## src/rtl/note_sequencer.sv

```systemverilog
// Melody sequencer: walks a synchronous note ROM and holds each note on fullnote
// for duration x TICK_DIV cycles, with start/stop, terminator and loop support.
module note_sequencer #(
  parameter int ADDR_W   = 8,
  parameter int TICK_DIV = 4194304
) (
  input  logic              clk,
  input  logic              rst_n,
  input  logic              start,
  input  logic              stop,
  input  logic              loop_en,
  output logic [ADDR_W-1:0] rom_addr,
  input  logic [13:0]       rom_data,
  output logic [7:0]        fullnote,
  output logic              note_strobe,
  output logic              busy,
  output logic              song_done
);
  localparam int PRE_W = $clog2(TICK_DIV);
  localparam logic [PRE_W-1:0] PRE_MAX = PRE_W'(TICK_DIV - 1);
  localparam logic [PRE_W-1:0] PRE_ONE = PRE_W'(1);

  typedef enum logic [1:0] {IDLE, WAIT, LOAD, PLAY} state_t;

  state_t            state, state_nx;
  logic [ADDR_W-1:0] addr_nx;
  logic [7:0]        note_nx;
  logic              strobe_nx, done_nx;
  logic [PRE_W-1:0]  pre, pre_nx;
  logic [7:0]        beat, beat_nx;
  logic [7:0]        dur;

  assign dur = rom_data[13:6];

  always_ff @(posedge clk) begin
    if (!rst_n) begin
      state       <= IDLE;
      rom_addr    <= '0;
      fullnote    <= '0;
      note_strobe <= 1'b0;
      busy        <= 1'b0;
      song_done   <= 1'b0;
      pre         <= '0;
      beat        <= '0;
    end else begin
      state       <= state_nx;
      rom_addr    <= addr_nx;
      fullnote    <= note_nx;
      note_strobe <= strobe_nx;
      busy        <= (state_nx != IDLE);
      song_done   <= done_nx;
      pre         <= pre_nx;
      beat        <= beat_nx;
    end
  end

  always_comb begin
    state_nx  = state;
    addr_nx   = rom_addr;
    note_nx   = fullnote;
    strobe_nx = 1'b0;
    done_nx   = 1'b0;
    pre_nx    = pre;
    beat_nx   = beat;
    if (stop) begin
      state_nx = IDLE;
      note_nx  = '0;
    end else begin
      unique case (state)
        IDLE: begin
          note_nx = '0;
          if (start) begin
            state_nx = WAIT;
            addr_nx  = '0;
          end
        end
        WAIT: state_nx = LOAD;
        LOAD: begin
          if (dur != 8'd0) begin
            note_nx   = {2'b00, rom_data[5:0]};
            strobe_nx = 1'b1;
            beat_nx   = dur;
            pre_nx    = PRE_MAX;
            addr_nx   = rom_addr + 1'b1;  // prefetch next entry while playing
            state_nx  = PLAY;
          end else begin
            note_nx = '0;
            done_nx = 1'b1;
            if (loop_en) begin
              addr_nx  = '0;
              state_nx = WAIT;
            end else begin
              state_nx = IDLE;
            end
          end
        end
        PLAY: begin
          if (pre == '0) begin
            pre_nx  = PRE_MAX;
            beat_nx = beat - 8'd1;
          end else begin
            pre_nx = pre - PRE_ONE;
          end
          // Leaving one cycle early lets the LOAD cycle complete the last tick.
          if (beat == 8'd1 && pre == PRE_ONE) state_nx = LOAD;
        end
        default: state_nx = IDLE;
      endcase
    end
  end
endmodule

```

## config.mk

```make
export PLATFORM = sky130hd
export DESIGN_NAME = note_sequencer
export DESIGN_NICKNAME = d
export VERILOG_FILES = /design/src/rtl/note_sequencer.sv
export SDC_FILE = /design/constraint.sdc
export NUM_CORES = 1
export LEC_CHECK = 0
export CELL_PAD_IN_SITES_DETAIL_PLACEMENT = 0
export CELL_PAD_IN_SITES_GLOBAL_PLACEMENT = 1
export CORE_ASPECT_RATIO = 0.6
export CORE_UTILIZATION = 44
export CTS_CLUSTER_DIAMETER = 120
export DETAILED_ROUTE_END_ITERATION = 8
export PLACE_DENSITY_LB_ADDON = 0.25
export SLEW_MARGIN = 25
export SYNTH_ARGS = -nofsm -noshare
export SYNTH_HDL_FRONTEND = slang
export SYNTH_SLANG_ARGS = --single-unit
```

## constraint.sdc

```tcl
create_clock -name clk -period 3.56 [get_ports clk]
set_input_delay 0.534 -clock clk [delete_from_list [all_inputs] [get_ports clk]]
set_output_delay 0.534 -clock clk [all_outputs]
set_load 0.05 [all_outputs]
```

==> metrics.cfg, run 1 <==
[yosys]
synthAdderAreaFrac_pct = 2.46
synth_top_family_by_area = simple AND/OR/NAND/NOR gates
synth_area_leaders = dfxtp_1 39%, nor2_1 5.0%, a21oi_1 4.1%
synthArstFlopShare_pct = 0
synth_top_area_cell = dfxtp_1
seq_area_frac_synth_pct = 38.6
synth-edff-count = 0
synth-compound-area-share_pct = 21.9
ys.warnings.count = 0
ys_top_cells_by_count = 49 x dfxtp_1, 34 x nor2_1, 21 x a21oi_1
synth_ff_type = dfxtp_1
yosysMostFrequentCell = dfxtp_1
avgSynthCellArea_um2 = 8.76
ys_types = 54
synth_xor_area_share_pct = 5.86
synth_area_mm2 = 0.00254
muxShareOfSynthArea_pct = 0.394
syn_inst = 290
yosysTopAreaCellShare_pct = 38.6
synth-seq-cells = 49
yosys.area_share.simple_pct = 25.7

[die]
fp.dieW_um = 100
rows = 21
core_area_mm2 = 0.00557
die_h_um = 60.9
start_util_pct = 45.6
io_pins = 38
dieArea_mm2 = 0.00609

[cts]
numCtsBuffers = 5
clk_pin_slew_ps = 90
htree_num_levels = 2
clock_path_buffers = 2
tritoncts = done
clkLatencyLatePin_ps = 290
clkSinkCount = 49
postCtsHoldBufs = 0
postCtsSetupBuffers = 0
ctsResizeCount = 0
cts_root_buffer = clkbuf_8

[power_and_ir_drop]
powerDensity_mw_per_mm2 = 364
fin_total_pwr_mw = 1.10
total_leakage_power_nw = 1.16
irDropWorstVdd_mv = 0.193

[setup_path]
crit_start = rom_data[10]
end_kind = register
rr_worst_depth = 8
cp_slowest_stage_delay_ps = 590
start_kind = primary input
critPathBufInv = 1
path_class = in -> reg
cp.arrival_ps = 2670
critPathMaxFanout = 15
r2r_start = pre[1]$_SDFFE_PN0P_
r2r_setup_slack_ps = 1140
cp_cell_sequence = clkdlybuf4s50_1, or4_4, o311a_1, and3_1, a21o_1
cp_top_family = simple AND/OR/NAND/NOR gates
r2r_end = pre[10]$_SDFFE_PN0P_
required_ps = 3750
slowest_stage = or4_4

[timing]
slew_headroom_pct = 47.1
setup_viol = 0
final.period_utilization_pct = 69.5
grt_setup_unrepaired = no
hold_violations = 0
slew_viol_final = 0
fmax_ghz = 0.404
tightestPinTransition_ps = 788
skew_ps = 5.25
timing.final.ws_setup_ps = 1080
min_period_ps = 2480
setup-tns-final_ps = 0

[min_path]
hold-path-cell-count = 2
hold_end = beat[7]$_SDFFE_PN0P_
min_from = beat[7]$_SDFFE_PN0P_
min_path_type = reg -> reg

[run]
maxCapViolCount = 0

[finish]
multi_input_area_mm2 = 0.00144
antennaDiodeCount = 0
seq_area_um2 = 981
fillers = 537
area_growth_syn_to_layout_pct = 18.5
fin_area_mm2 = 0.00301
finalNonFillerCells = 397
drive_gt1_share_pct = 7.89
nets = 341

[placement]
dp_worst_setup_slack_ps = 786
dp_cells = 390
hpwl_um = 4370
gp_congestion = 0.791
port_buffers = 35
placed_area_mm2 = 0.00291

[outcome]
outcome = finished clean

[global_routing]
use_met2_pct = 27.2
grt_busiest_layer = met1
grt_usage_pct = 21.1
grt_overflow = 0
antenna_found_initial = 0
use_met3_pct = 4.61
grt_start_max_net_pins = 25
use_met1_pct = 34.2
grt_pass1_wl_um = 9720
grt_pass1_vias = 1877

[detailed_routing]
drt-initial-drc-count = 177
dr.pass1.iters = 4
avgViaCountPerCell = 5.61
dr_total_vias = 2229
ant_nets = 0
drc_errors = 0
routedWlPerCell_um = 15.2
wl_um = 6020

==> registers in the layout, summed over array words and instances, names as in the netlist <==
register / cells
rom_addr: 8
pre: 22
beat: 8
song_done: 1
state: 2
note_strobe: 1
fullnote: 6
busy: 1
==> cell families (layout without fill, tap and decap cells) <==
kind of cell / count (synthesis) / after routing
buffers and inverters: 24 / 50
xor gates and xnor gates: 17 / 17
DFF: 49 / 49
adders and majority gates: 5 / 5
and+or+nand+nor: 116 / 116
AOI/OAI and AO/OA: 77 / 77
muxes: 1 / 1
other: 1 / 2
==> per-layer routing <==
layer | vias up | part of all wire [%]
met3 | 2 | 5.0
li1 | 1117 | -
met2 | 43 | 38
met4 | 0 | 0.35
met1 | 1067 | 57
met5 | - | 0
==> layout by cell type, fill, tap and decap left out, types with 4 or more instances in the layout <==
master and instances:
nand3_1 9, clkbuf_8 5, nand2_1 15, a21oi_1 21, ha_1 5, nand2b_1 4
nor4_1 7, o21a_1 4, xnor2_1 7, a21o_1 7, or4_4 4, a22o_1 6
o32ai_1 4, clkdlybuf4s50_1 35, nand4_1 4, nor2_1 34, nor4_2 4, a31oi_1 6
xor2_1 10, and3_1 7, o31ai_1 7, inv_1 5, o21ai_0 5, dfxtp_1 49
nor3_1 10
==> metrics by stage <==
stage / utilization [%] / hold slack (ps)
CTS: 54.0 / 477
global placement: 52.2 / 453
floorplan: - / 444
global route: 54.0 / 513
finish: 54.0 / 477
detailed placement: 52.2 / 454
==> where the power goes <==
part	total (mW)	internal, mW	switching, mW
sequential	0.572	0.558	0.0136
combinational	0.144	0.0627	0.0809
clock	0.382	0.204	0.177
==> tightest hold or removal path: stages, from the launching register on <==
cell and delay (ps):
dfxtp_1 310, o21ai_0 60, a21oi_1 60
==> how the worst max path moves through the flow <==
stage	slack (ps)	to	cells past startpoint
2_1_floorplan	1420	pre[11]$_SDFFE_PN0P_	6
3_3_place_gp	800	pre[20]$_SDFFE_PN0P_	6
6_report	1080	pre[20]$_SDFFE_PN0P_	5
4_1_cts	1100	pre[20]$_SDFFE_PN0P_	5
5_1_grt	1000	pre[20]$_SDFFE_PN0P_	5
3_5_place_dp	790	pre[20]$_SDFFE_PN0P_	5
==> area by class of cell <==
cell class / instances / area share [%]
tap: 80 / 3.33
sequential: 49 / 32.6
clock inverter: 2 / 1.16
timing repair buffer: 37 / 12.1
inverter: 6 / 0.748
clock buffer: 5 / 2.29
multi-input combinational: 218 / 47.8
No activity file was read; power rests on OpenSTA's default activity.
==> run 2: changes to the inputs <==
Settings changed: CORE_UTILIZATION 44 to 37.
Clock period 3.56 ns to 2.18 ns, I/O delays scaled along.
==> run 2 against run 1 <==
- die area grew 18%
- register-to-register slack lost 1100 ps
- routed wire length increased by 11%
- non-clock buffer count grew 30
- final area rose by 11%
- critical path depth up 2
- worst hold slack gained 0.55 ps
- combinational power rose by 94%
- total power rose by 82%
- flip-flop and latch count is the same
- cell count up 8.6%
- highest routed layer unchanged
==> metrics.cfg, run 2 (synthesis results as in run 1) <==
[timing]
setup_viol = 0
skew_ps = 5.01
slew_viol_final = 0
final.period_utilization_pct = 97.4
slew_headroom_pct = 66.0
setup-tns-final_ps = 0
hold_violations = 0
timing.final.ws_setup_ps = 57.4
fmax_ghz = 0.471
grt_setup_unrepaired = no
min_period_ps = 2120
tightestPinTransition_ps = 508

[finish]
fin_area_mm2 = 0.00336
most-common-layout-cells = 49 x dfxtp_1, 34 x nor2_1, 30 x clkdlybuf4s50_1
area_growth_syn_to_layout_pct = 32.1
final_common_cell = dfxtp_1
finalNonFillerCells = 431
drive_gt1_share_pct = 16.1
largest-register = pre
fillers = 604
antennaDiodeCount = 0
largest_reg_flops = 22
nets = 371
reg_top3 = pre (22), beat (8), rom_addr (8)

[setup_path]
rr_worst_depth = 5
cp_slowest_stage_delay_ps = 540
cp.arrival_ps = 2310
cp_cell_sequence = clkdlybuf4s50_1, or4_4, o311ai_4, clkbuf_16, nor4_1, xnor2_1, a21oi_1
start_kind = primary input
critPathMaxFanout = 5
r2r_setup_slack_ps = 80
r2r_end = beat[1]$_SDFFE_PN0P_
slowest_stage = or4_4
r2r_start = pre[14]$_SDFFE_PN0P_
required_ps = 2370
path_class = in -> reg
end_kind = register

[placement]
gp_congestion = 0.781
dp_worst_setup_slack_ps = -315
placed_area_mm2 = 0.00317
port_buffers = 35
hpwl_um = 4750
dp_cells = 423

[die]
rows = 22
fp.dieW_um = 109
die_h_um = 66.2
core_area_mm2 = 0.00636
start_util_pct = 39.9
dieArea_mm2 = 0.00721
io_pins = 38

[global_routing]
grt_pass1_wl_um = 10600
grt_usage_pct = 19.8
antenna_found_initial = 0
grt_pass1_vias = 2105
grt_overflow = 0
grt_start_max_net_pins = 18

[power_and_ir_drop]
irDropWorstVdd_mv = 0.478
fin_total_pwr_mw = 2.00
clockPowerShare_pct = 39.2
p_seq_share_pct = 46.8
p_comb_share_pct = 14.0
p_sw_uw = 498
total_leakage_power_nw = 1.39
powerDensity_mw_per_mm2 = 595
p_int_mw = 1.50
swShare_pct = 24.9

[cts]
clk_pin_slew_ps = 60
clkSinkCount = 49
postCtsSetupBuffers = 0
cts_root_buffer = clkbuf_16
numCtsBuffers = 5
htree_num_levels = 2
clkLatencyLatePin_ps = 300
clock_path_buffers = 2
tritoncts = done

[detailed_routing]
routedWlPerCell_um = 15.5
wl_um = 6660
dr.pass1.iters = 4
dr_total_vias = 2315
ant_nets = 0
avgViaCountPerCell = 5.37
drc_errors = 0
drt-initial-drc-count = 113

[min_path]
min_path_type = reg -> reg
hold_end = fullnote[2]$_SDFFE_PP0P_
hold-path-cell-count = 1
min_from = fullnote[2]$_SDFFE_PP0P_

[outcome]
outcome = finished clean

[run]
maxCapViolCount = 0

-- run 2: changes by cell type in the layout (fill, tap and decap cells not counted), sizes merged --
cell	previous run	this run
clkdlybuf4s50	35	30
clkinv	2	1
buf	2	31
clkbuf	5	8
bufinv	1	0
dlymetal6s2s	0	5
-- run 2: how the worst max path moves through the flow --
stage,start,to,slack [ps],cells after the start
2_1_floorplan,pre[0]$_SDFFE_PN0P_,beat[5]$_SDFFE_PN0P_,180,8
3_3_place_gp,rom_data[10],rom_addr[2]$_SDFFE_PN0P_,-280,6
3_5_place_dp,rom_data[10],state[0]$_SDFF_PN0_,-310,5
4_1_cts,rom_data[10],pre[14]$_SDFFE_PN0P_,20,8
5_1_grt,pre[14]$_SDFFE_PN0P_,beat[1]$_SDFFE_PN0P_,0.7,5
6_report,rom_data[8],pre[6]$_SDFFE_PN0P_,60,7
-- run 2: cell type report --
| class | instances | area (µm²) | share of cell area [%] |
|---|---|---|---|
| clock buffer | 7 | 143 | 4.25 |
| inverter | 6 | 22.5 | 0.671 |
| multi-input combinational | 218 | 1450 | 43.1 |
| sequential | 49 | 981 | 29.2 |
| tap | 84 | 105 | 3.13 |
| timing repair buffer | 67 | 658 | 19.6 |
-- run 2: stage by stage --
stage	util (%)	hold slack [ps]
4_1_cts	52.1	481
3_3_place_gp	49.8	457
5_1_grt	52.8	497
2_1_floorplan	-	444
3_5_place_dp	49.8	465
6_report	52.8	477
-- run 2: power groups by stage --
stage | Combinational, mW | Sequential (mW) | Clock (mW)
after floorplan | 0.160 | 0.951 | 0
after global placement | 0.275 | 0.952 | 0
after detailed placement | 0.276 | 0.953 | 0
after CTS | 0.278 | 0.933 | 0.792
after global routing | 0.302 | 0.936 | 0.834
final | 0.279 | 0.933 | 0.783
-- run 2: timing repair --
| action | in CTS | in global routing |
|---|---|---|
| resized for setup | 1 | 6 |
| pin swaps | 0 | 3 |
| setup endpoints to repair | 4 | 15 |
| cloned | 0 | 1 |
| hold buffers | 0 | 0 |
-- run 2: per-layer routing --
| layer | up-vias | track usage, % | share of wire [%] |
|---|---|---|---|
| li1 | 1171 | - | - |
| met1 | 1084 | 29.4 | 54 |
| met2 | 55 | 27.4 | 39 |
| met3 | 5 | 6.21 | 5.7 |
| met4 | 0 | 4.05 | 0.72 |
| met5 | - | 0 | 0 |
-- run 2: worst max-delay path, delay by kind of cell --
family                    cells  cell delay (ps)
and+or+nand+nor               2              600
AOI/OAI and AO/OA             2              530
xor gates and xnor gates      1              180
buffers and inverters         2              670
